<file path="config.mk">
export PLATFORM = sky130hd
export DESIGN_NAME = seq_stepper_flat
export DESIGN_NICKNAME = d
export VERILOG_FILES = /design/src/rtl/seq_stepper_if.sv /design/src/rtl/seq_stepper.sv /design/src/flat_wrapper.sv
export SDC_FILE = /design/constraint.sdc
export NUM_CORES = 1
export LEC_CHECK = 0
export BUFFER_PORTS_ARGS = -buffer_cell sky130_fd_sc_hd__buf_2
export CORE_ASPECT_RATIO = 1.1
export CORE_UTILIZATION = 35
export CTS_CLUSTER_DIAMETER = 30
export DETAILED_ROUTE_END_ITERATION = 8
export HOLD_SLACK_MARGIN = 0.02
export SKIP_LAST_GASP = 1
export SLEW_MARGIN = 20
export SYNTH_ARGS = -nofsm -noshare
export SYNTH_HDL_FRONTEND = slang
export SYNTH_SLANG_ARGS = --single-unit
</file>
<file path="constraint.sdc">
create_clock -name C1K -period 4.6 [get_ports C1K]
set_input_delay 0.23 -clock C1K [delete_from_list [all_inputs] [get_ports C1K]]
set_output_delay 0.23 -clock C1K [all_outputs]
set_load 0.03 [all_outputs]
</file>
<file path="src/rtl/seq_stepper_if.sv">
// Control, table-write and observation signals of the sequence stepper.
// The stepper itself attaches through the slave modport; whatever drives it uses master.
interface seq_stepper_if #(
  parameter int WIDTH = 4,
  parameter int DEPTH = 16
);
  localparam int AW = $clog2(DEPTH);

  logic             CE;
  logic [1:0]       MODE;
  logic             STEP;
  logic [AW-1:0]    LAST;
  logic             WR_EN;
  logic [AW-1:0]    WR_ADDR;
  logic [WIDTH-1:0] WR_DATA;
  logic [WIDTH-1:0] VAL;
  logic [AW-1:0]    IDX;
  logic [WIDTH-1:0] LOG_LOGIC;
  logic [WIDTH-1:0] LOG_SWITCHING;
  logic             WRAP;

  modport master (
    output CE, MODE, STEP, LAST, WR_EN, WR_ADDR, WR_DATA,
    input  VAL, IDX, LOG_LOGIC, LOG_SWITCHING, WRAP
  );

  modport slave (
    input  CE, MODE, STEP, LAST, WR_EN, WR_ADDR, WR_DATA,
    output VAL, IDX, LOG_LOGIC, LOG_SWITCHING, WRAP
  );
endinterface

</file>
<file path="src/rtl/seq_stepper.sv">
// Table-driven sequence stepper: walks a writable value table forward, in reverse,
// or one entry per STEP rising edge, with a one-cycle WRAP pulse on each wrap.
module seq_stepper #(
  parameter  int WIDTH = 4,
  parameter  int DEPTH = 16,
  localparam int AW    = $clog2(DEPTH)
) (
  input logic          C1K,
  input logic          RST,
  seq_stepper_if.slave bus
);

  localparam logic [1:0] MODE_HOLD = 2'b00;
  localparam logic [1:0] MODE_FWD  = 2'b01;
  localparam logic [1:0] MODE_REV  = 2'b10;
  localparam logic [1:0] MODE_STEP = 2'b11;

  logic [WIDTH-1:0] table_q [DEPTH];
  logic [WIDTH-1:0] table_d [DEPTH];

  logic [AW-1:0]    idx_q, idx_d;
  logic [WIDTH-1:0] val_q, val_d;
  logic             wrap_q, wrap_d;
  logic             step_dly_q, step_dly_d;

  logic [AW-1:0]    next_idx;
  logic             fwd_wrap, rev_wrap, wrap_cond;
  logic             step_rise, adv;
  logic [WIDTH-1:0] log_logic;

  always_comb begin
    fwd_wrap  = (idx_q >= bus.LAST);
    // Reverse also wraps when LAST was lowered below the current index.
    rev_wrap  = (idx_q == '0) || (idx_q > bus.LAST);
    step_rise = bus.STEP & ~step_dly_q;
    next_idx  = idx_q;
    wrap_cond = 1'b0;
    adv       = 1'b0;
    unique case (bus.MODE)
      MODE_FWD: begin
        next_idx  = fwd_wrap ? '0 : idx_q + AW'(1);
        wrap_cond = fwd_wrap;
        adv       = bus.CE;
      end
      MODE_REV: begin
        next_idx  = rev_wrap ? bus.LAST : idx_q - AW'(1);
        wrap_cond = rev_wrap;
        adv       = bus.CE;
      end
      MODE_STEP: begin
        next_idx  = fwd_wrap ? '0 : idx_q + AW'(1);
        wrap_cond = fwd_wrap;
        adv       = bus.CE & step_rise;
      end
      MODE_HOLD: begin
        next_idx  = idx_q;
      end
      default: begin
        next_idx  = idx_q;
      end
    endcase
  end

  // Read comes from the pre-write table, so a same-edge write to next_idx loads the old entry.
  always_comb begin
    log_logic  = table_q[next_idx];
    idx_d      = adv ? next_idx  : idx_q;
    val_d      = adv ? log_logic : val_q;
    wrap_d     = adv & wrap_cond;
    step_dly_d = bus.STEP;
    for (int i = 0; i < DEPTH; i++) begin
      table_d[i] = table_q[i];
    end
    if (bus.WR_EN) begin
      table_d[bus.WR_ADDR] = bus.WR_DATA;
    end
  end

  always_ff @(posedge C1K) begin
    if (RST) begin
      idx_q      <= '0;
      val_q      <= '0;
      wrap_q     <= 1'b0;
      step_dly_q <= 1'b0;
      // Identity contents make a freshly reset forward walk a plain binary counter.
      for (int i = 0; i < DEPTH; i++) begin
        table_q[i] <= WIDTH'(i);
      end
    end else begin
      idx_q      <= idx_d;
      val_q      <= val_d;
      wrap_q     <= wrap_d;
      step_dly_q <= step_dly_d;
      for (int i = 0; i < DEPTH; i++) begin
        table_q[i] <= table_d[i];
      end
    end
  end

  assign bus.VAL           = val_q;
  assign bus.IDX           = idx_q;
  assign bus.WRAP          = wrap_q;
  assign bus.LOG_LOGIC     = log_logic;
  assign bus.LOG_SWITCHING = adv ? log_logic : val_q;

endmodule

</file>
<file path="src/flat_wrapper.sv">
// flat-port wrapper written by rule: the top's interface ports become plain ports
module seq_stepper_flat 
#(
  parameter  int WIDTH = 4,
  parameter  int DEPTH = 16,
  localparam int AW    = $clog2(DEPTH)
)
  (C1K, RST, bus_CE, bus_MODE, bus_STEP, bus_LAST, bus_WR_EN, bus_WR_ADDR, bus_WR_DATA, bus_VAL, bus_IDX, bus_LOG_LOGIC, bus_LOG_SWITCHING, bus_WRAP);
  seq_stepper_if #(.WIDTH(WIDTH), .DEPTH(DEPTH)) bus_i ();
  input logic C1K;
  input logic RST;
  input wire logic [$bits(bus_i.CE)-1:0] bus_CE;
  input wire logic [$bits(bus_i.MODE)-1:0] bus_MODE;
  input wire logic [$bits(bus_i.STEP)-1:0] bus_STEP;
  input wire logic [$bits(bus_i.LAST)-1:0] bus_LAST;
  input wire logic [$bits(bus_i.WR_EN)-1:0] bus_WR_EN;
  input wire logic [$bits(bus_i.WR_ADDR)-1:0] bus_WR_ADDR;
  input wire logic [$bits(bus_i.WR_DATA)-1:0] bus_WR_DATA;
  output wire logic [$bits(bus_i.VAL)-1:0] bus_VAL;
  output wire logic [$bits(bus_i.IDX)-1:0] bus_IDX;
  output wire logic [$bits(bus_i.LOG_LOGIC)-1:0] bus_LOG_LOGIC;
  output wire logic [$bits(bus_i.LOG_SWITCHING)-1:0] bus_LOG_SWITCHING;
  output wire logic [$bits(bus_i.WRAP)-1:0] bus_WRAP;
  assign bus_i.CE = bus_CE;
  assign bus_i.MODE = bus_MODE;
  assign bus_i.STEP = bus_STEP;
  assign bus_i.LAST = bus_LAST;
  assign bus_i.WR_EN = bus_WR_EN;
  assign bus_i.WR_ADDR = bus_WR_ADDR;
  assign bus_i.WR_DATA = bus_WR_DATA;
  assign bus_VAL = bus_i.VAL;
  assign bus_IDX = bus_i.IDX;
  assign bus_LOG_LOGIC = bus_i.LOG_LOGIC;
  assign bus_LOG_SWITCHING = bus_i.LOG_SWITCHING;
  assign bus_WRAP = bus_i.WRAP;
  seq_stepper #(.WIDTH(WIDTH), .DEPTH(DEPTH)) u_core (.C1K(C1K), .RST(RST), .bus(bus_i));
endmodule
</file>
==> impl_metrics.env <==
export IMPL_status="complete, no violations"
export IMPL_p_leak_uw=0.00176
export IMPL_gp_congestion=0.876
export IMPL_synth_edf_count=0
export IMPL_cts_buffers=9
export IMPL_r2r_slack_ns=1.08
export IMPL_min_period_over_period=0.896
export IMPL_root_buffer="clkbuf_16"
export IMPL_cts_setup_buffers=0
export IMPL_worstPathCellList="inv_1 -> ha_1 -> nor2b_1 -> o211ai_2 -> a21oi_4 -> nand3_1 -> buf_4 -> nand3_1 -> a211oi_1 -> nor4_2 -> a31oi_1 -> buf_2"
export IMPL_hold_end="u_core.step_dly_q"
export IMPL_n_antenna_cell=0
export IMPL_synth_ff_type="dfxtp_1"
export IMPL_drt_total_wl_um=11600
export IMPL_synth_yosys_seq_area_share=0.356
export IMPL_area_growth_pct=12.9
export IMPL_first_pass_iters=5
export IMPL_yosys_area_top_type="dfxtp_1"
export IMPL_ir_drop_mv=0.179
export IMPL_place_inst=647
export IMPL_pin_count=36
export IMPL_dieWidth_um=106
export IMPL_wl_per_cell_um=17.4
export IMPL_clock_latency_ns=0.34
export IMPL_syn_area_per_cell_sq_um=8.40
export IMPL_fin_cells=663
export IMPL_grt_max_degree=75
export IMPL_slew_limit_headroom=0.450
export IMPL_layout_nets=539
export IMPL_reg2reg_depth=11
export IMPL_cpMostUsedCell="nand3_1"
export IMPL_crit_path_max_incr_delay_ns=0.51
export IMPL_track_usage=0.197
export IMPL_r2r_start="u_core.bus.IDX[0]"
export IMPL_async_reset_ff_frac=0
export IMPL_die_h_um=116
export IMPL_gr_total_overflow=0
export IMPL_antenna_found_initial=0
export IMPL_fin_setup_tns_ns=0
export IMPL_layout_drive_gt1_share=0.148
export IMPL_power_density_nw_per_um2=370
export IMPL_htree_levels=3
export IMPL_fin_crit_ns=4.12
export IMPL_postCtsHoldBufs=0
export IMPL_hold_viol=0
export IMPL_remaining_drc_errors=0
export IMPL_ys_warn_count=0
export IMPL_vias_per_cell=5.73
export IMPL_rsz0062_at_grt="no"
export IMPL_grt_pass1_wl_um=18600
export IMPL_start_util=0.361
export IMPL_start_kind="register"
export IMPL_dpl_hpwl_um=8080
export IMPL_synth_distinct_cells=51
export IMPL_vias=3796
export IMPL_synth_top_cell_area_share=0.356
export IMPL_timing_fmax_ghz=0.243
export IMPL_syn_nets=527
export IMPL_maxSlewViolCount=0
export IMPL_grt_pass1_vias=3516
export IMPL_required_ns=4.37
export IMPL_whs_path_depth=2
export IMPL_synth_most_common_cell="dfxtp_1"
export IMPL_cts_resized=0
export IMPL_cp_max_fo=22
export IMPL_holdWs_ns=0.120
export IMPL_critPathTopFamily="simple AND/OR/NAND/NOR gates"
export IMPL_arrival_ns=3.89
export IMPL_slowest_stage="dfxtp_1"
export IMPL_postSynthCellCount=496
export IMPL_placedInstanceArea_sq_um=4400
export IMPL_clock_skew_ns=0.00792
export IMPL_min_path_type="input port to register"
export IMPL_cap_violations=0
export IMPL_synthTopCellsByCount="74 x dfxtp_1, 59 x nor2_1, 51 x nand3_1, 35 x o21ai_0, 32 x a211o_1"
export IMPL_synth_top_cells_by_area="dfxtp_1 36%, a211o_1 6.7%, nand3_1 6.1%"
export IMPL_hp_start="bus_STEP"
export IMPL_critPathBufInv=3
export IMPL_dieArea_sq_um=12300
export IMPL_core_area_sq_um=11500
export IMPL_cts_sinks=74
export IMPL_nFillCells=1167
export IMPL_design_area_sq_um=4700
export IMPL_final_antenna_net_count=0
export IMPL_cts_clk_slew_worst_paths_ns=0.06
export IMPL_io_buffers=35
export IMPL_rows=41
export IMPL_setup_violations=0
export IMPL_synth_seq_cells=74
export IMPL_fin_total_pwr_uw=1740
export IMPL_endpoint_kind="output pin"
export IMPL_r2r_end="u_core.bus.VAL[2]"
export IMPL_worst_slew_pin_slew_ns=0.823
export IMPL_clock_path_buffers=2
export IMPL_first_iter_violations=380
export IMPL_cts_tree="yes"
export IMPL_critical_path_class="register to output pin"
export IMPL_syn_area_sq_um=4170
flip-flops by register name, summed over array words and instances, names as in the netlist:
register and flops:
u_core.bus.VAL 4, u_core.bus.WRAP 1, u_core.step_dly_q 1, u_core.bus.IDX 4, u_core.table_q 64
per-stage QoR:
step	setup slack, ns	utilization
after floorplan	1.28	-
after global placement	0.982	0.382
after detailed placement	0.865	0.382
after CTS	0.487	0.407
after global routing	0.150	0.407
final	0.477	0.407
report_power, final:
group	internal, uW	switching [uW]	leakage (uW)	total [uW]
Combinational	113	251	0.00101	364
Sequential	657	13.3	0.000601	671
Clock	449	259	0.000147	708
Total	1220	523	0.00176	1740
cells in the final DEF, fill, tap and decap left out, drive strengths merged, types with 2 or more instances in the layout:
cell type	count
a211o	32
a211oi	18
a21oi	16
a221oi	2
a22oi	4
a311oi	5
a31oi	13
buf	41
clkbuf	14
dfxtp	74
ha	12
inv	13
mux2i	25
nand2	17
nand2b	6
nand3	51
nand3b	2
nor2	62
nor2b	30
nor3	7
nor3b	5
nor4	4
o211ai	3
o21ai	35
or3	4
xnor2	2
xor2	2
area by class of cell:
class                      instances  area, sq um  share of cell area
inverter                          13         48.8              0.0104
multi-input combinational        369         2470               0.524
tap                              150          188              0.0399
clock inverter                     2         35.0             0.00745
clock buffer                      14          264              0.0561
sequential                        74         1480               0.315
timing repair buffer              41          220              0.0468
how the worst max path moves through the flow:
| stage | start | endpoint | slack (ns) | cells past startpoint |
|---|---|---|---|---|
| floorplan | u_core.bus.IDX[3] | bus_LOG_SWITCHING[2] | 1.28 | 11 |
| global placement | u_core.bus.IDX[0] | bus_LOG_SWITCHING[2] | 0.98 | 12 |
| detailed placement | u_core.bus.IDX[0] | bus_LOG_SWITCHING[2] | 0.86 | 12 |
| CTS | u_core.bus.IDX[0] | bus_LOG_SWITCHING[2] | 0.49 | 12 |
| global route | u_core.bus.IDX[0] | bus_LOG_SWITCHING[2] | 0.15 | 12 |
| finish | u_core.bus.IDX[0] | bus_LOG_SWITCHING[2] | 0.48 | 12 |
per-layer routing:
layer / up-vias / routed length, um / global-route usage
li1: 1820 / - / -
met1: 1826 / 5220 / 0.249
met2: 129 / 5540 / 0.329
met3: 21 / 494 / 0.0296
met4: 0 / 307 / 0.0954
met5: - / 0 / 0
logic make-up after synthesis:
| group | count (synthesis) | synth area share |
|---|---|---|
| AOI/OAI and AO/OA | 136 | 0.251 |
| xor gates and xnor gates | 4 | 0.00841 |
| adders and majority gates | 12 | 0.0360 |
| buffers and inverters | 53 | 0.0535 |
| DFF | 74 | 0.356 |
| muxes | 25 | 0.0601 |
| and+or+nand+nor | 192 | 0.236 |
Power figures use the tool's default switching activity.
